## config.mk

```make
export PLATFORM = sky130hd
export DESIGN_NAME = serial_frame_rx
export DESIGN_NICKNAME = d
export VERILOG_FILES = /design/src/rtl/serial_frame_rx.sv
export SDC_FILE = /design/constraint.sdc
export NUM_CORES = 1
export LEC_CHECK = 0
export ABC_AREA = 1
export CELL_PAD_IN_SITES_DETAIL_PLACEMENT = 1
export CELL_PAD_IN_SITES_GLOBAL_PLACEMENT = 2
export CORE_UTILIZATION = 29
export DETAILED_ROUTE_END_ITERATION = 12
export PLACE_DENSITY_LB_ADDON = 0.3
export SETUP_SLACK_MARGIN = 0.3
export SYNTH_ARGS = -nofsm -noshare
export SYNTH_HDL_FRONTEND = slang
export SYNTH_SLANG_ARGS = --single-unit
```

## constraint.sdc

```tcl
create_clock -name clk -period 1.5 [get_ports clk]
set_input_delay 0.15 -clock clk [delete_from_list [all_inputs] [get_ports clk]]
set_output_delay 0.15 -clock clk [all_outputs]
set_load 0.005 [all_outputs]
```

## src/rtl/serial_frame_rx.sv

```systemverilog
// Serial frame receiver: start bit, W data bits, optional even-parity bit, stop bit.
// Words are delivered through a valid/ready output register with sticky overrun.
module serial_frame_rx #(
  parameter int W         = 4,
  parameter bit PARITY_EN = 1'b1,
  parameter bit MSB_FIRST = 1'b1
) (
  input  logic         clk,
  input  logic         sclr,
  input  logic         en,
  input  logic         SI,
  output logic [W-1:0] data,
  output logic         valid,
  input  logic         ready,
  output logic         parity_err,
  output logic         frame_err,
  output logic         overrun,
  output logic         busy
);

  localparam int CW = $clog2(W + 1);

  typedef enum logic [1:0] {
    IDLE   = 2'd0,
    DATA   = 2'd1,
    PARITY = 2'd2,
    STOP   = 2'd3
  } state_t;

  state_t         state;
  logic [CW-1:0]  cnt;
  logic [W-1:0]   shreg;
  logic           par_bit;

  logic [W-1:0]   shift_next;
  logic           last_bit;
  logic           word_perr;
  logic           deliver;

  // Handshake: data/parity_err are held while valid=1 and the word is consumed
  // on any edge where valid=1 and ready=1. A delivery on that same edge reloads.
  always_comb begin
    shift_next = MSB_FIRST ? {shreg[W-2:0], SI} : {SI, shreg[W-1:1]};
    last_bit   = (cnt == CW'(W - 1));
    word_perr  = PARITY_EN ? ((^shreg) ^ par_bit) : 1'b0;
    deliver    = (state == STOP) && en && SI;
  end

  always_ff @(posedge clk) begin
    if (sclr) begin
      state      <= IDLE;
      cnt        <= '0;
      shreg      <= '0;
      par_bit    <= 1'b0;
      data       <= '0;
      valid      <= 1'b0;
      parity_err <= 1'b0;
      frame_err  <= 1'b0;
      overrun    <= 1'b0;
      busy       <= 1'b0;
    end else begin
      frame_err <= 1'b0;

      if (en) begin
        case (state)
          IDLE: begin
            if (!SI) begin
              state <= DATA;
              cnt   <= '0;
              busy  <= 1'b1;
            end
          end
          DATA: begin
            shreg <= shift_next;
            cnt   <= cnt + 1'b1;
            if (last_bit) begin
              if (PARITY_EN) state <= PARITY;
              else           state <= STOP;
            end
          end
          PARITY: begin
            par_bit <= SI;
            state   <= STOP;
          end
          STOP: begin
            state <= IDLE;
            busy  <= 1'b0;
            if (!SI) frame_err <= 1'b1;
          end
          default: begin
            state <= IDLE;
            busy  <= 1'b0;
          end
        endcase
      end

      // An unconsumed word is never overwritten; the newcomer is dropped instead.
      if (deliver) begin
        if (!valid || ready) begin
          data       <= shreg;
          parity_err <= word_perr;
          valid      <= 1'b1;
        end else begin
          overrun <= 1'b1;
        end
      end else if (valid && ready) begin
        valid <= 1'b0;
      end
    end
  end

endmodule

```

==> metrics, run 1 <==
outcome=finished with violations; violated checks=DRC; asr flop ratio synth=0%; Syn Inst Count=around 120; Worst Skew=0.0102 ns; CP startpoint kind=flop; CTS sink cnt=19; number of max-cap violations=0; Area growth syn-to-layout=40.7%; worst slew pin tran=roughly 0.4 ns; Max-slew headroom=73.0%; Clock Path Buffers=2; worst path cell trace=ha_4 -> nand2_4 -> nor2_4 -> nand2_4 -> inv_6 -> buf_4 -> a21oi_2; Worst Path Required=1.70 ns; core area=approximately 2900 sq um; Inserted Diodes=0; Top delay family on crit path=flip-flops; Fmax=slightly above 800 MHz; critical path buffer and inverter count=2; YS warnings=0; synthesized area=approximately 900 sq um; Iteration-0 DRC Markers=14; Die Footprint=between 3000 and 4000 sq um; HP Class=flop to flop; Power Dens Cells=between 800 and 900 nW/um^2; most area-consuming cells after synthesis=dfxtp_1 (42%), ha_1 (9.8%), nand2_1 (9.2%), a21oi_1 (7.3%), inv_1 (6.7%); peak supply drop=452 uV; crit path DAT=1.41 ns; die span in y=a little under 60 microns; Slowest-stage cell, CP=dfxtp_4; hpwl dp=~1500 microns; synth cell count leaders=nand2_1 (22), dfxtp_1 (19), inv_1 (16); final setup vio count=0; Root Driver=clkbuf_4; Fin. Hold Viols=0; most numerous cell in the Yosys netlist=nand2_1; Setup TNS Final=0 ns; initial antenna violation count=0; critical path class=flop to flop; Worst Setup SP=state[1]$_SDFFE_PP0P_; Cell Rows=19; Final Routed Wirelength=about 2000 microns; final hold slack=about 0.44 ns; largest net degree at the start of global routing=14; worst r2r src=state[1]$_SDFFE_PP0P_; Pleak=0.566 nW; CP max stage delay=0.41 ns; vias per std cell=4.65; CTS tree=done; # DRC=1; Max H-tree Level=1; total gr overflow=0; Distinct cells, synth=20; Clock Latency Late Sink=approximately 0.30 ns; Syn Area/Cell=between 7 and 8 sq um; ANT nets after route=0; Top FF cell, synth=dfxtp_1; most frequent CP cell=nand2_4; net count after synthesis=129; drt wl/cell=~12 microns; post-route cell area=1260 sq um; Num CTS Buffers=3; PortBufs=13; Synth Register Bits=19; layout cells sized above 1=between 30% and 40%; via count=a little under 800; number of primary I/O pins=14; sequential-to-total area share from yosys stat=a little over two fifths; overall power=1.09 mW; nets=~150; Starting Density=between 30% and 40%; Critical Path Fanout Max=8; Final Core Density=about 44%; hold path start=busy$_SDFFE_PP0P_; Max Slew Vio Count=0; clk slew on worst S/H paths=around 0.11 ns; Synth top area share=a little over two fifths; RSZ-0062 raised after global routing=yes; GRT Total Usage=approximately 13%; gpl congestion=roughly 0.64; number of global-route vias before repair=a little under 800; Tmin final=around 1.2 ns; die width=57.6 microns; Post-synth EDFFs=0; first-pass GRT wire length=3410 microns; CP Capture Type=flop; Synth area leader=dfxtp_1; Initial DRT Pass Iterations=8; placed cell areas=around 1100 sq um; period utilisation layout=80.4%
-- power breakdown --
part	switching (mW)	internal (mW)
clock network	0.158	0.104
logic	0.142	0.121
registers	0.0316	0.534
total	0.331	0.759
-- path summary, 6_finish.rpt --
kind / to / slack [ns] / depth (start not counted)
hold / removal: busy$_SDFFE_PP0P_ / 0.44 / 2
setup / recovery: data[3]$_SDFFE_PP0P_ / 0.29 / 7
hold reg to reg: busy$_SDFFE_PP0P_ / 0.44 / 2
setup reg to reg: data[3]$_SDFFE_PP0P_ / 0.29 / 7
-- flip-flops by register name, indices dropped and copies added, names as in the netlist --
signal and cells:
parity_err 1, cnt 3, state 2, shreg 4
par_bit 1, overrun 1, valid 1, busy 1
frame_err 1, data 4
-- cells by family (layout without fill, tap and decap cells) --
group,count (synthesis),count (layout),synth area share [%]
buf+inv,19,42,8.65
simple gates,44,44,21.9
compound gates,26,26,15.3
fa+ha+maj,7,7,9.76
flops,19,19,42.4
xor+xnor,2,2,1.95
-- worst reg2reg max path, stage by stage, from the launching register on --
cell and delay (ns):
dfxtp_4 0.41, ha_4 0.16, nand2_4 0.05, nor2_4 0.15, nand2_4 0.09, inv_6 0.10
buf_4 0.11, a21oi_2 0.04
-- stage by stage --
stage          cells  setup WS [ns]
2_1_floorplan    117          0.327
3_3_place_gp     161          0.161
3_5_place_dp     161          0.138
4_1_cts          168          0.266
5_1_grt          171          0.224
6_report         171          0.295
-- placed cells by master (no fill, tap or decap) --
| master | count |
|---|---|
| xnor2_1 | 1 |
| buf_4 | 5 |
| nor3_2 | 1 |
| o21ai_0 | 4 |
| clkdlybuf4s50_1 | 4 |
| nor2_4 | 3 |
| dfxtp_1 | 8 |
| o21ai_1 | 6 |
| nand3_1 | 4 |
| dfxtp_4 | 2 |
| clkbuf_4 | 3 |
| dfxtp_2 | 9 |
| ha_4 | 3 |
| nor2_1 | 9 |
| inv_4 | 3 |
| a21oi_1 | 12 |
| inv_1 | 12 |
| o21ai_2 | 2 |
| inv_2 | 1 |
| nand2_4 | 3 |
| nand2_1 | 19 |
| ha_1 | 3 |
| clkbuf_1 | 1 |
| a21oi_2 | 1 |
| inv_6 | 2 |
| nor2_2 | 1 |
| nand3_2 | 1 |
| nand2_2 | 2 |
| nor3_1 | 1 |
| dlygate4sd2_1 | 9 |
| ha_2 | 1 |
| o21ai_4 | 1 |
| buf_6 | 2 |
| xor2_1 | 1 |
-- layout make-up --
class                   instances  area [sq um]
well taps                      31          38.8
flip-flops and latches         19           399
repair buffers                 20           179
fillers                       350          1590
multi-input cells              79           534
inverters                      18          85.1
clock buffers                   4          26.3
-- routing by layer --
metal  up-vias  part of all wire, %  wire length (microns)  GRT usage, %
li1        418                    -                      -             -
met1       364                   49                   1010          16.2
met2        12                   47                    970          23.8
met3         2                  3.5                     73          4.02
met4         0                 0.58                     12          3.14
met5         -                    0                      0             0
-- timing repair --
| action | 4_1_cts | 5_1_grt |
|---|---|---|
| buffers inserted | 3 | 3 |
| hold buffers | 0 | 0 |
| setup endpoints to repair | 22 | 15 |
| pin swaps | 2 | 11 |
| resized for setup | 35 | 21 |
(Power assumes the default switching activity.)
==> inputs of run 2 (changes only) <==
--- a/config.mk
+++ b/config.mk
@@ -8,7 +8,7 @@
 export ABC_AREA = 1
 export CELL_PAD_IN_SITES_DETAIL_PLACEMENT = 1
 export CELL_PAD_IN_SITES_GLOBAL_PLACEMENT = 2
-export CORE_UTILIZATION = 29
+export CORE_UTILIZATION = 26
 export DETAILED_ROUTE_END_ITERATION = 12
 export PLACE_DENSITY_LB_ADDON = 0.3
 export SETUP_SLACK_MARGIN = 0.3
==> constraint.sdc (replaced) <==
create_clock -name clk -period 1.1 [get_ports clk]
set_input_delay 0.11 -clock clk [delete_from_list [all_inputs] [get_ports clk]]
set_output_delay 0.11 -clock clk [all_outputs]
set_load 0.005 [all_outputs]
==> run 2 against run 1 <==
The flow finishes with violations (setup timing). Final cell count grew 14%. First-iteration DRC count grew 7.1%. Worst hold slack gained 0.0075 ns. Critical endpoint is now overrun$_SDFFE_PP0P_. Largest cell class unchanged.
==> metrics, run 2 (synthesis gave the netlist of run 1 again) <==
worst r2r src=state[0]$_SDFFE_PP0P_; Power Dens Cells=1120 nW/um^2 (+29%); number of max-cap violations=0 (unchanged); Area growth syn-to-layout=58.0%; Tmin final=1.18 ns (-0.0217 ns); initial antenna violation count=0 (unchanged); Starting Density=28.5% (-3.0 points); die width=60.7 microns (+5.4%); Final Routed Wirelength=2350 microns (+14%); Worst Skew=0.0129 ns (+0.00275 ns); GRT Total Usage=14.4% (+0.87 points); Die Footprint=3690 sq um (+11%); Root Driver=clkbuf_4; most frequent CP cell=buf_4; hpwl dp=1610 microns (+8.6%); Slowest-stage cell, CP=dfxtp_4; Initial DRT Pass Iterations=4 (-4); drt wl/cell=12.0 microns (-0.22%); CTS tree=done; final setup vio count=13 (+13); most frequent cells in the layout=nand2_1 (17), buf_4 (14), inv_1 (11), a21oi_1 (11), dfxtp_2 (9); most common cell after layout, fill and taps aside=nand2_1; first-pass GRT wire length=3840 microns (+13%); slack of the critical path=-0.0836 ns (-0.378 ns); clk slew on worst S/H paths=0.12 ns (about the same); FF+latch area=399 sq um (unchanged); filler cell count=387 (+11%); CP max stage delay=0.38 ns (-0.03 ns); Fin. Hold Viols=0 (unchanged); Clock Latency Late Sink=0.30 ns (about the same); gpl congestion=0.800 (+24%); Pleak=0.608 nW (+7.4%); Worst Setup SP=state[0]$_SDFFE_PP0P_; outcome=finished with violations; Critical Path Fanout Max=3 (-5); crit path DAT=1.38 ns (-0.03 ns); nets=164 (+7.2%); largest net degree at the start of global routing=14 (unchanged); RSZ-0062 raised after global routing=yes; Num CTS Buffers=3 (unchanged); HP Class=flop to flop; number of global-route vias before repair=854 (+7.7%); Max Slew Vio Count=0 (unchanged); peak supply drop=722 uV (+60%); worst path cell trace=ha_4 -> nand2_2 -> nor2_4 -> buf_4 -> buf_4 -> a21oi_1 -> nor2_1; number of primary I/O pins=14 (unchanged); layout cells sized above 1=49.0% (+16 points); ANT nets after route=0 (unchanged); Max H-tree Level=1 (unchanged); Worst Path Required=1.29 ns (-0.41 ns); Cell Rows=20 (+1); Fmax=845 MHz (+1.8%); total gr overflow=0 (unchanged); hold path start=busy$_SDFFE_PP0P_; CP Capture Type=flop; die span in y=60.7 microns (+5.4%); PortBufs=13 (unchanged); CTS sink cnt=19 (unchanged); violated checks=setup timing; via count=843 (+5.9%); Final Core Density=45.0% (+0.71 points); Regs by FF count=data: 4 flops, shreg: 4 flops, cnt: 3 flops; Inserted Diodes=0 (unchanged); # DRC=0 (-1); Clock Path Buffers=2 (unchanged); core area=3150 sq um (+11%); critical path class=flop to flop; worst slack at placement=-0.216 ns (-0.354 ns); period utilisation layout=108% (+27 points); worst slew pin tran=0.242 ns (-0.162 ns); Max-slew headroom=83.8% (+11 points); area of the multi-input gates=588 sq um (+10%); vias per std cell=4.32 (-7.1%); Iteration-0 DRC Markers=15 (+1); CP startpoint kind=flop
-- run 2: cell types whose count changed in the layout (fill, tap and decap cells not counted), moves of 3 or more --
cell,change
buf_2,+7
buf_4,+9
dlygate4sd2_1,-9
ha_4,+3
o21ai_0,-3
-- run 2: final timing paths --
path | endpoint | cells past startpoint | slack, ns
setup / recovery | overrun$_SDFFE_PP0P_ | 7 | -0.08
hold reg to reg | busy$_SDFFE_PP0P_ | 2 | 0.45
hold / removal | busy$_SDFFE_PP0P_ | 2 | 0.45
setup reg to reg | overrun$_SDFFE_PP0P_ | 7 | -0.08
-- run 2: cell type report --
cell class                 instances  share of cell area [%]
clock buffer                       3                    1.59
clock inverter                     1                   0.353
inverter                          18                    5.83
sequential                        19                    28.2
timing repair buffer              31                    18.7
multi-input combinational         79                    41.5
tap                               44                    3.88
-- run 2: timing repair --
item	in CTS	in global routing
cloned	0	0
hold buffers	0	0
setup buffers	4	4
endpoints found under the setup margin	28	28
gates resized for setup	80	10
endpoints found under the hold margin	0	0
pin swaps	11	10
-- run 2: through the flow --
stage	power, mW	setup TNS (ns)	instance area (sq um)	std cells	hold WS, ns
after floorplan	0.950	0	915	117	0.179
after global placement	1.08	-1.89	1180	183	0.429
after detailed placement	1.09	-2.37	1180	183	0.437
after CTS	1.54	-0.551	1330	191	0.454
after global routing	1.68	-1.76	1420	195	0.480
final	1.58	-0.682	1420	195	0.449
-- run 2: where the power goes --
group	switching, mW	leakage [nW]	internal, mW
clock network	0.221	0.0177	0.136
registers	0.0450	0.160	0.728
logic	0.229	0.431	0.225
-- run 2: layer usage --
metal / share of wire (%) / track usage [%] / routed length (microns) / vias to the layer above
met3: 2.7 / 3.84 / 63 / 2
met2: 53 / 26.4 / 1240 / 8
met1: 44 / 16.3 / 1030 / 391
met4: 0.43 / 3.90 / 10 / 0
met5: 0 / 0 / 0 / -
li1: - / - / - / 442
-- run 2: worst max-delay path: cells and delay by family (launching register included) --
kind                       cells  cell delay (ns)
buffers and inverters          2             0.24
adders and majority gates      1             0.16
and+or+nand+nor                3             0.19
AOI/OAI and AO/OA              1             0.12
DFF                            1             0.38
